$ cat src/rtl/btn_pkg.sv
// rtl/btn_pkg.sv - shared FSM encoding and default windows for the button debouncer
package btn_pkg;

  typedef enum logic [1:0] {
    RELEASED    = 2'b00,
    ARM_PRESS   = 2'b01,
    PRESSED     = 2'b10,
    ARM_RELEASE = 2'b11
  } btn_fsm_e;

  localparam int DEF_LOG2DEBOUNCE = 16;
  localparam int DEF_LOG2LONG     = 23;

endpackage

$ cat src/rtl/button_debounce_ch.sv
// rtl/button_debounce_ch.sv - one button channel: 2-flop sync, debounce FSM, optional hold counter
// Optional feature: LONG_PRESS_EN adds the long-press hold counter and btn_long pulse.
module button_debounce_ch
  import btn_pkg::*;
#(
  parameter int   LOG2DEBOUNCE = DEF_LOG2DEBOUNCE,
  parameter int   LOG2LONG     = DEF_LOG2LONG,
  parameter logic ACTIVE_LOW   = 1'b0
) (
  input  logic clk,
  input  logic rst,
  input  logic raw_i,
  output logic state_o,
  output logic press_o,
  output logic release_o,
  output logic long_o
);

  // The entry sample counts as the first of the window, so the FSM needs
  // 2**LOG2DEBOUNCE consecutive equal samples and exits one count early.
  localparam logic [LOG2DEBOUNCE-1:0] CNT_LAST = {{(LOG2DEBOUNCE-1){1'b1}}, 1'b0};

  logic                    sync1_q, sync2_q;
  logic                    s;
  btn_fsm_e                state_q, state_d;
  logic [LOG2DEBOUNCE-1:0] cnt_q, cnt_d;
  logic                    press_q, press_d;
  logic                    release_q, release_d;

  assign s = sync2_q ^ ACTIVE_LOW;

  always_ff @(posedge clk) begin
    if (rst) begin
      sync1_q   <= ACTIVE_LOW;
      sync2_q   <= ACTIVE_LOW;
      state_q   <= RELEASED;
      cnt_q     <= '0;
      press_q   <= 1'b0;
      release_q <= 1'b0;
    end else begin
      sync1_q   <= raw_i;
      sync2_q   <= sync1_q;
      state_q   <= state_d;
      cnt_q     <= cnt_d;
      press_q   <= press_d;
      release_q <= release_d;
    end
  end

  always_comb begin
    state_d   = state_q;
    cnt_d     = cnt_q;
    press_d   = 1'b0;
    release_d = 1'b0;
    unique case (state_q)
      RELEASED: begin
        if (s) begin
          state_d = ARM_PRESS;
          cnt_d   = '0;
        end
      end
      ARM_PRESS: begin
        if (!s) begin
          state_d = RELEASED;
          cnt_d   = '0;
        end else if (cnt_q == CNT_LAST) begin
          state_d = PRESSED;
          cnt_d   = '0;
          press_d = 1'b1;
        end else begin
          cnt_d = cnt_q + 1'b1;
        end
      end
      PRESSED: begin
        if (!s) begin
          state_d = ARM_RELEASE;
          cnt_d   = '0;
        end
      end
      ARM_RELEASE: begin
        if (s) begin
          state_d = PRESSED;
          cnt_d   = '0;
        end else if (cnt_q == CNT_LAST) begin
          state_d   = RELEASED;
          cnt_d     = '0;
          release_d = 1'b1;
        end else begin
          cnt_d = cnt_q + 1'b1;
        end
      end
    endcase
  end

  assign state_o   = (state_q == PRESSED) || (state_q == ARM_RELEASE);
  assign press_o   = press_q;
  assign release_o = release_q;

`ifdef LONG_PRESS_EN
  localparam logic [LOG2LONG-1:0] HCNT_MAX = '1;

  logic [LOG2LONG-1:0] hcnt_q, hcnt_d;
  logic                fired_q, fired_d;
  logic                long_q, long_d;

  always_ff @(posedge clk) begin
    if (rst) begin
      hcnt_q  <= '0;
      fired_q <= 1'b0;
      long_q  <= 1'b0;
    end else begin
      hcnt_q  <= hcnt_d;
      fired_q <= fired_d;
      long_q  <= long_d;
    end
  end

  // Only a fresh press restarts the hold; release bounce back to PRESSED keeps counting.
  always_comb begin
    hcnt_d  = hcnt_q;
    fired_d = fired_q;
    long_d  = 1'b0;
    if (state_q == ARM_PRESS && state_d == PRESSED) begin
      hcnt_d  = '0;
      fired_d = 1'b0;
    end else if (state_o) begin
      if (hcnt_q != HCNT_MAX) begin
        hcnt_d = hcnt_q + 1'b1;
      end else if (!fired_q) begin
        long_d  = 1'b1;
        fired_d = 1'b1;
      end
    end
  end

  assign long_o = long_q;
`else
  if (LOG2LONG > 0) begin : g_no_long
    assign long_o = 1'b0;
  end else begin : g_no_long_w0
    assign long_o = 1'b0;
  end
`endif

endmodule

$ cat src/rtl/button_debounce.sv
// rtl/button_debounce.sv - N-channel synchronising push-button debouncer with press/release pulses
// Optional feature: define LONG_PRESS_EN for per-channel long-press pulses on btn_long.
module button_debounce
  import btn_pkg::*;
#(
  parameter int               N_BTN        = 3,
  parameter int               LOG2DEBOUNCE = DEF_LOG2DEBOUNCE,
  parameter logic [N_BTN-1:0] ACTIVE_LOW   = 3'b001,
  parameter int               LOG2LONG     = DEF_LOG2LONG
) (
  input  logic             clk,
  input  logic             rst,
  input  logic [N_BTN-1:0] btn_raw,
  output logic [N_BTN-1:0] btn_state,
  output logic [N_BTN-1:0] btn_press,
  output logic [N_BTN-1:0] btn_release,
  output logic [N_BTN-1:0] btn_long
);

  for (genvar i = 0; i < N_BTN; i++) begin : g_ch
    button_debounce_ch #(
      .LOG2DEBOUNCE(LOG2DEBOUNCE),
      .LOG2LONG    (LOG2LONG),
      .ACTIVE_LOW  (ACTIVE_LOW[i])
    ) u_ch (
      .clk      (clk),
      .rst      (rst),
      .raw_i    (btn_raw[i]),
      .state_o  (btn_state[i]),
      .press_o  (btn_press[i]),
      .release_o(btn_release[i]),
      .long_o   (btn_long[i])
    );
  end

endmodule
$ cat config.mk
export PLATFORM = sky130hd
export DESIGN_NAME = button_debounce
export DESIGN_NICKNAME = d
export VERILOG_FILES = /design/src/rtl/btn_pkg.sv /design/src/rtl/button_debounce_ch.sv /design/src/rtl/button_debounce.sv
export SDC_FILE = /design/constraint.sdc
export NUM_CORES = 1
export LEC_CHECK = 0
export BUFFER_PORTS_ARGS = -buffer_cell sky130_fd_sc_hd__buf_2
export CAP_MARGIN = 40
export CELL_PAD_IN_SITES_DETAIL_PLACEMENT = 0
export CELL_PAD_IN_SITES_GLOBAL_PLACEMENT = 2
export CORE_MARGIN = 2
export CORE_UTILIZATION = 39
export CTS_BUF_LIST = sky130_fd_sc_hd__clkbuf_2 sky130_fd_sc_hd__clkbuf_4 sky130_fd_sc_hd__clkbuf_8
export DETAILED_ROUTE_END_ITERATION = 6
export PLACE_DENSITY = 0.88
export SYNTH_ARGS = -nofsm -noshare
export SYNTH_HDL_FRONTEND = slang
export SYNTH_HIERARCHICAL = 1
export SYNTH_SLANG_ARGS = --single-unit
$ cat constraint.sdc
create_clock -name clk -period 2.4 [get_ports clk]
set_input_delay 0.48 -clock clk [delete_from_list [all_inputs] [get_ports clk]]
set_output_delay 0.48 -clock clk [all_outputs]
set_load 0.05 [all_outputs]
==> results by group, run 1 <==
Detailed routing
  • DR pass1 iterations: 4
  • Number of vias per cell: 5.57
  • Detail Route Antenna Nets: 0
  • First DRT Iteration DRCs: 140
  • WL final: 7050 um
  • Via count: 2837
  • Routed WL per cell: 13.8 um
  • DR DRC count: 0

Finish
  • Nets: 410
  • Fillers: 835
  • Share of cells above drive strength 1: 14.9%
  • # diodes: 0
  • Finished Layout Cells: 509
  • Area delta synth->final: 10.2%
  • Finished Core Util: 44.8%

Setup path
  • Bufs and invs on worst path: 0
  • Cell family with most CP delay: simple AND/OR/NAND/NOR gates
  • Setup crit end kind: register
  • Worst Path Required: 2.66 ns
  • Slowest-stage cell, CP: or4_4
  • Slowest stage delay, CP: 0.70 ns
  • CP Launch Type: register
  • WP data arrival: 2.34 ns
  • Max FO, Critical Path: 25
  • CP Cell Sequence: ha_1, nand4_1, or4_4, or3_1, nor3b_1
  • Kind of critical path: reg -> reg

Yosys
  • Mapped Area: 3370 um^2
  • Post-synthesis sequential area ratio: 39.2%
  • Area leader, netlist: dfxtp_1
  • Synth Area in Simple Gates: 31.4%
  • Unique masters post-synth: 56
  • Post-synth top cells: 66 x dfxtp_1, 38 x a31oi_1, 33 x nand3_1
  • Yosys top cell area share: 39.2%
  • Synth Flop Type: dfxtp_1
  • Synth Area in Adders: 2.23%
  • Yosys reg bits: 66
  • Post-synth ARST share: 0%
  • Main combinational cell family by area after synthesis: simple AND/OR/NAND/NOR gates
  • Synth Area in XOR/XNOR: 3.34%
  • Syn Nets: 404
  • Most frequent cell after synthesis: dfxtp_1
  • Post-synthesis mux area share: 1.48%
  • Syn Area/Cell: 8.58 um^2
  • EDFF count, synth: 0
  • Main area contributors after synthesis: dfxtp_1 39%, a31oi_1 7.1%, nand3_1 4.9%
  • Post-Syn Instances: 393
  • Ys Warns: 6
  • Post-synthesis compound-gate area fraction: 16.1%

Clocking
  • TritonCTS sink count: 66
  • TritonCTS buffer count: 9
  • Clock latency on the worst-skew pair: 0.34 ns
  • H-tree depth: 3
  • Clock Path Buffers: 2
  • Post-CTS sizing: 0
  • TritonCTS clock tree: done
  • Clk root buf: clkbuf_8
  • Setup Fix Bufs, Post-CTS: 0
  • Cts hold-fix bufs: 0
  • Clock-pin slew on the worst setup and hold paths: 0.08 ns

Placement
  • Detailed placement HPWL: 4760 um
  • Inst Count DP: 493
  • IO buf count: 13
  • Placer congestion estimate: 0.787

Power
  • Power per cell area: 594 nW/um^2
  • VDD IR max: 0.329 mV
  • Pwr Total: 2.21 mW
  • Leakage power: 1.24 nW

Global routing
  • First-pass GRT wire length: 12100 um
  • Vias in the first global route: 2500
  • Initial antenna violation count: 0
  • Grt ovf: 0
  • Largest net degree at the start of global routing: 26
  • Total GRT Usage: 15.6%

Floorplanning
  • Die X: 97.0 um
  • Die Y: 97.0 um
  • Core box area: 8300 um^2
  • Core Rows: 33
  • Die area: 9410 um^2
  • Initial Util: 40.6%
  • I/O Pins: 17

Timing
  • Worst Skew: 0.00963 ns
  • Achievable frequency: 481 MHz
  • Worst-Margin Slew: 0.644 ns
  • RSZ-0062 raised after global routing: no
  • Rel. slew slack: 56.7%
  • Fin. max-slew vios: 0
  • Final min period: 2.08 ns
  • # setup viols final: 0
  • Final setup TNS: 0 ns
  • Final period utilization: 86.7%
  • Final hold violation count: 0

Worst hold path
  • Hold Path Class: in -> reg

Run
  • Maxcap violations: 0

Run status
  • Outcome: completed
[area by class of cell]
cell class	instances	area [um^2]	area share, %
clock inverter	7	93.8	2.52
timing repair buffer	23	140	3.77
multi-input combinational	285	1850	49.9
clock buffer	9	124	3.33
inverter	14	52.6	1.41
tap	105	131	3.53
sequential	66	1320	35.5
[metrics by stage]
step	hold slack (ns)	setup slack, ns	cell area (um^2)
6_report	0.317	0.319	3720
3_3_place_gp	0.393	0.418	3500
5_1_grt	0.314	0.179	3720
3_5_place_dp	0.395	0.346	3500
2_1_floorplan	0.389	0.545	3370
4_1_cts	0.297	0.326	3720
[routing by layer]
metal	wire length (um)	part of all wire (%)	vias to the layer above	track usage [%]
li1	-	-	1479	-
met1	3610	51	1310	21.4
met2	3150	45	39	23.5
met3	180	2.6	9	3.90
met4	109	1.5	0	6.18
met5	0	0	-	0
[cell families (layout without fill, tap and decap cells)]
family	after synthesis	after routing
multiplexers	5	5
AND/OR/NAND/NOR	171	171
flip-flops	66	66
adder cells (fa/ha/maj)	6	6
other	3	3
AO/OA/AOI/OAI	88	88
XOR/XNOR	12	12
buffers and inverters	42	53
[cell usage in the layout (no fill, tap or decap), types with 4 or more instances in the layout]
| cell type | netlist | final |
|---|---|---|
| a31oi_1 | 38 | 38 |
| ha_1 | 6 | 6 |
| o21ai_1 | 5 | 5 |
| nor4_1 | 7 | 7 |
| o22ai_1 | 4 | 4 |
| and3_1 | 4 | 4 |
| nand2_1 | 25 | 25 |
| and4_1 | 8 | 8 |
| inv_1 | 14 | 14 |
| nand3b_1 | 9 | 9 |
| nand3_1 | 33 | 33 |
| nor2_1 | 14 | 14 |
| o21ai_0 | 10 | 10 |
| nor2b_1 | 5 | 5 |
| buf_4 | 4 | 10 |
| mux2i_1 | 5 | 5 |
| or3_1 | 6 | 6 |
| nor3_1 | 12 | 11 |
| xor2_1 | 8 | 8 |
| a21oi_1 | 15 | 15 |
| dfxtp_1 | 66 | 66 |
| buf_2 | 3 | 13 |
| clkbuf_8 | 1 | 9 |
| nand4_1 | 21 | 21 |
[worst paths after layout]
check                                            from                endpoint  slack [ns]  cells past startpoint
worst min register to register   g_ch[0].u_ch/sync1_q    g_ch[0].u_ch/sync2_q        0.41                      1
worst max-delay path            g_ch[1].u_ch/cnt_q[1]  g_ch[1].u_ch/release_o        0.32                      5
worst max register to register  g_ch[1].u_ch/cnt_q[1]  g_ch[1].u_ch/release_o        0.32                      5
worst min-delay path                       btn_raw[0]    g_ch[0].u_ch/sync1_q        0.32                      2
[report_power, final]
group	switching [mW]	total, mW	leakage (nW)	internal, mW
Sequential	0.00773	1.11	0.533	1.10
Clock	0.443	1.03	0.105	0.582
Combinational	0.0505	0.0737	0.598	0.0232
Total	0.501	2.21	1.24	1.71
[worst register-to-register path, delay by kind of cell, from the launching register on]
family                   cells  cell delay [ns]
flip-flops                   1             0.43
AND/OR/NAND/NOR              4             1.40
adder cells (fa/ha/maj)      1             0.18
[sequential cells by signal (all words and copies together) (netlist names), named ones only]
signal               flops
g_ch.u_ch/release_o      3
g_ch.u_ch/press_o        3
g_ch.u_ch/s              2
g_ch.u_ch/sync2_q        1
g_ch.u_ch/state_q        3
g_ch.u_ch/cnt_q         48
g_ch.u_ch/sync1_q        3
(Power assumes the default switching activity.)
==> inputs of run 2 (changes only) <==
--- a/config.mk
+++ b/config.mk
@@ -13,6 +13,7 @@
 export CORE_UTILIZATION = 39
 export CTS_BUF_LIST = sky130_fd_sc_hd__clkbuf_2 sky130_fd_sc_hd__clkbuf_4 sky130_fd_sc_hd__clkbuf_8
 export DETAILED_ROUTE_END_ITERATION = 6
+export GPL_TIMING_DRIVEN = 0
 export PLACE_DENSITY = 0.88
 export SYNTH_ARGS = -nofsm -noshare
 export SYNTH_HDL_FRONTEND = slang
==> run 2 against run 1 <==
Against the previous run:
- clock skew decreased by 0.0044 ns
- fmax decreased by 1.2%
- register-to-register slack got worse by 0.03 ns
- largest power group unchanged
- highest routed layer unchanged
==> results by group, run 2 (synthesized netlist as in run 1, its figures left out) <==
Timing
  • WHS: 0.326 ns
  • RSZ-0062 raised after global routing: no
  • Worst-Margin Slew: 0.653 ns
  • Final min period: 2.11 ns
  • Fin. max-slew vios: 0
  • # setup viols final: 0
  • Setup ws final: 0.293 ns
  • Final setup TNS: 0 ns
  • Final period utilization: 87.8%
  • Final hold violation count: 0
  • Achievable frequency: 475 MHz
  • Worst Skew: 0.00520 ns
  • Rel. slew slack: 56.1%

Setup path
  • Crit path from: g_ch[1].u_ch/cnt_q[1]
  • Kind of critical path: reg -> reg
  • Setup crit end kind: register
  • Slowest stage delay, CP: 0.53 ns
  • CP Cell Sequence: ha_1, nand4_1, or4_4, buf_6, clkbuf_1, a31oi_1, o22ai_1
  • Reg2reg end: g_ch[1].u_ch/cnt_q[11]
  • WP data arrival: 2.33 ns
  • Worst Path Required: 2.62 ns
  • Cell count of the worst reg-to-reg path: 7
  • CP Launch Type: register
  • Slowest-stage cell, CP: or4_4
  • FF-to-FF setup slack: 0.29 ns
  • Max FO, Critical Path: 10
  • FF-to-FF Start: g_ch[1].u_ch/cnt_q[1]

Detailed routing
  • WL final: 7630 um
  • DR DRC count: 0
  • First DRT Iteration DRCs: 140
  • Via count: 2953
  • DR pass1 iterations: 5
  • Number of vias per cell: 5.61
  • Routed WL per cell: 14.5 um
  • Detail Route Antenna Nets: 0

Floorplanning
  • Core box area: 8300 um^2
  • Initial Util: 40.6%
  • Die area: 9410 um^2
  • Die Y: 97.0 um
  • I/O Pins: 17
  • Die X: 97.0 um
  • Core Rows: 33

Clocking
  • TritonCTS sink count: 66
  • TritonCTS clock tree: done
  • Cts hold-fix bufs: 0
  • Clk root buf: clkbuf_8
  • Clock latency on the worst-skew pair: 0.34 ns
  • H-tree depth: 3
  • TritonCTS buffer count: 9
  • Setup Fix Bufs, Post-CTS: 0
  • Clock-pin slew on the worst setup and hold paths: 0.07 ns
  • Post-CTS sizing: 0
  • Clock Path Buffers: 2

Run
  • Maxcap violations: 0

Global routing
  • Met3 usage: 3.03%
  • Grt ovf: 0
  • Met2 usage in global routing: 25.1%
  • Vias in the first global route: 2752
  • Largest net degree at the start of global routing: 11
  • GR Util met1: 23.7%
  • Busiest grt layer: met2
  • Total GRT Usage: 17.0%
  • First-pass GRT wire length: 13200 um
  • Initial antenna violation count: 0

Placement
  • Detailed placement HPWL: 5250 um
  • Placement Setup Slack: 0.292 ns
  • IO buf count: 12
  • Placer congestion estimate: 0.774

Finish
  • Most frequent cells in the layout: 66 x dfxtp_1, 38 x a31oi_1, 33 x nand3_1, 25 x nand2_1, 21 x nand4_1
  • Fillers: 819
  • Top reg by flops: g_ch.u_ch/cnt_q
  • Commonest non-fill, non-tap cell in the layout: dfxtp_1
  • Max reg flops: 48
  • Share of cells above drive strength 1: 13.8%
  • Nets: 428
  • Area delta synth->final: 11.0%
  • # diodes: 0

Worst hold path
  • Hold_sp: btn_raw[0]
  • Worst Hold Depth: 2
  • Hold Path Class: in -> reg
  • Hold path endpoint: g_ch[0].u_ch/sync1_q

Power
  • Sw frac: 23.1%
  • Leakage power: 1.25 nW
  • Logic gate share of total power: 3.8%
  • Clock share of power: 41.6%
  • P_int: 1.56 mW
  • Power share of the sequential group: 54.6%
  • Power per cell area: 542 nW/um^2
  • Net Switching: 0.470 mW
  • VDD IR max: 0.229 mV
  • Pwr Total: 2.03 mW

Run status
  • Outcome: completed
run 2: changes by cell type in the layout (fill, tap and decap cells not counted), moves of 3 or more:
cell      previous run  this run
buf_2               13        16
buf_4               10         4
clkbuf_1             0        16
clkbuf_8             9        12
run 2: layout make-up:
class / count / area (um^2) / share of cell area (%)
Tap cell: 105 / 131 / 3.51
Inverter: 14 / 52.6 / 1.40
Multi-Input combinational cell: 285 / 1850 / 49.4
Clock buffer: 12 / 159 / 4.25
Buffer: 28 / 149 / 3.98
Timing Repair Buffer: 13 / 65.1 / 1.74
Clock inverter: 3 / 15.0 / 0.401
Sequential cell: 66 / 1320 / 35.3
run 2: worst max-delay path by stage:
stage                                  end  slack, ns  cells after the start
floorplan             g_ch[1].u_ch/press_o       0.54                      7
global placement     g_ch[1].u_ch/cnt_q[9]       0.33                      7
detailed placement                register       0.29                      7
CTS                               register       0.27                      7
global route                      register       0.12                      7
finish              g_ch[1].u_ch/cnt_q[11]       0.29                      7
run 2: critical path: cells and delay by family (launching register included):
family | cells | cell delay, ns
fa+ha+maj | 1 | 0.18
flops | 1 | 0.43
simple gates | 2 | 0.65
compound gates | 2 | 0.34
buf+inv | 2 | 0.38
run 2: power by group through the flow:
stage                     clock network, mW  registers [mW]  logic, mW
after floorplan                           0            1.13     0.0599
after global placement                    0            1.13     0.0772
after detailed placement                  0            1.13     0.0781
after CTS                             0.878            1.11     0.0781
after global routing                  0.934            1.11     0.0850
final                                 0.844            1.11     0.0772
run 2: metrics by stage:
step | std cells | cell area, um^2 | utilization, %
global route | 526 | 3740 | 45.1
floorplan | 393 | 3370 | -
detailed placement | 511 | 3570 | 43.0
global placement | 510 | 3560 | 42.9
finish | 526 | 3740 | 45.1
CTS | 526 | 3740 | 45.1
run 2: metal layers:
| metal | share of wire (%) | vias up | routed length [um] |
|---|---|---|---|
| met5 | 0 | - | 0 |
| met4 | 1.5 | 0 | 117 |
| met3 | 1.8 | 10 | 139 |
| met2 | 46 | 35 | 3530 |
| met1 | 50 | 1388 | 3850 |
| li1 | - | 1520 | - |
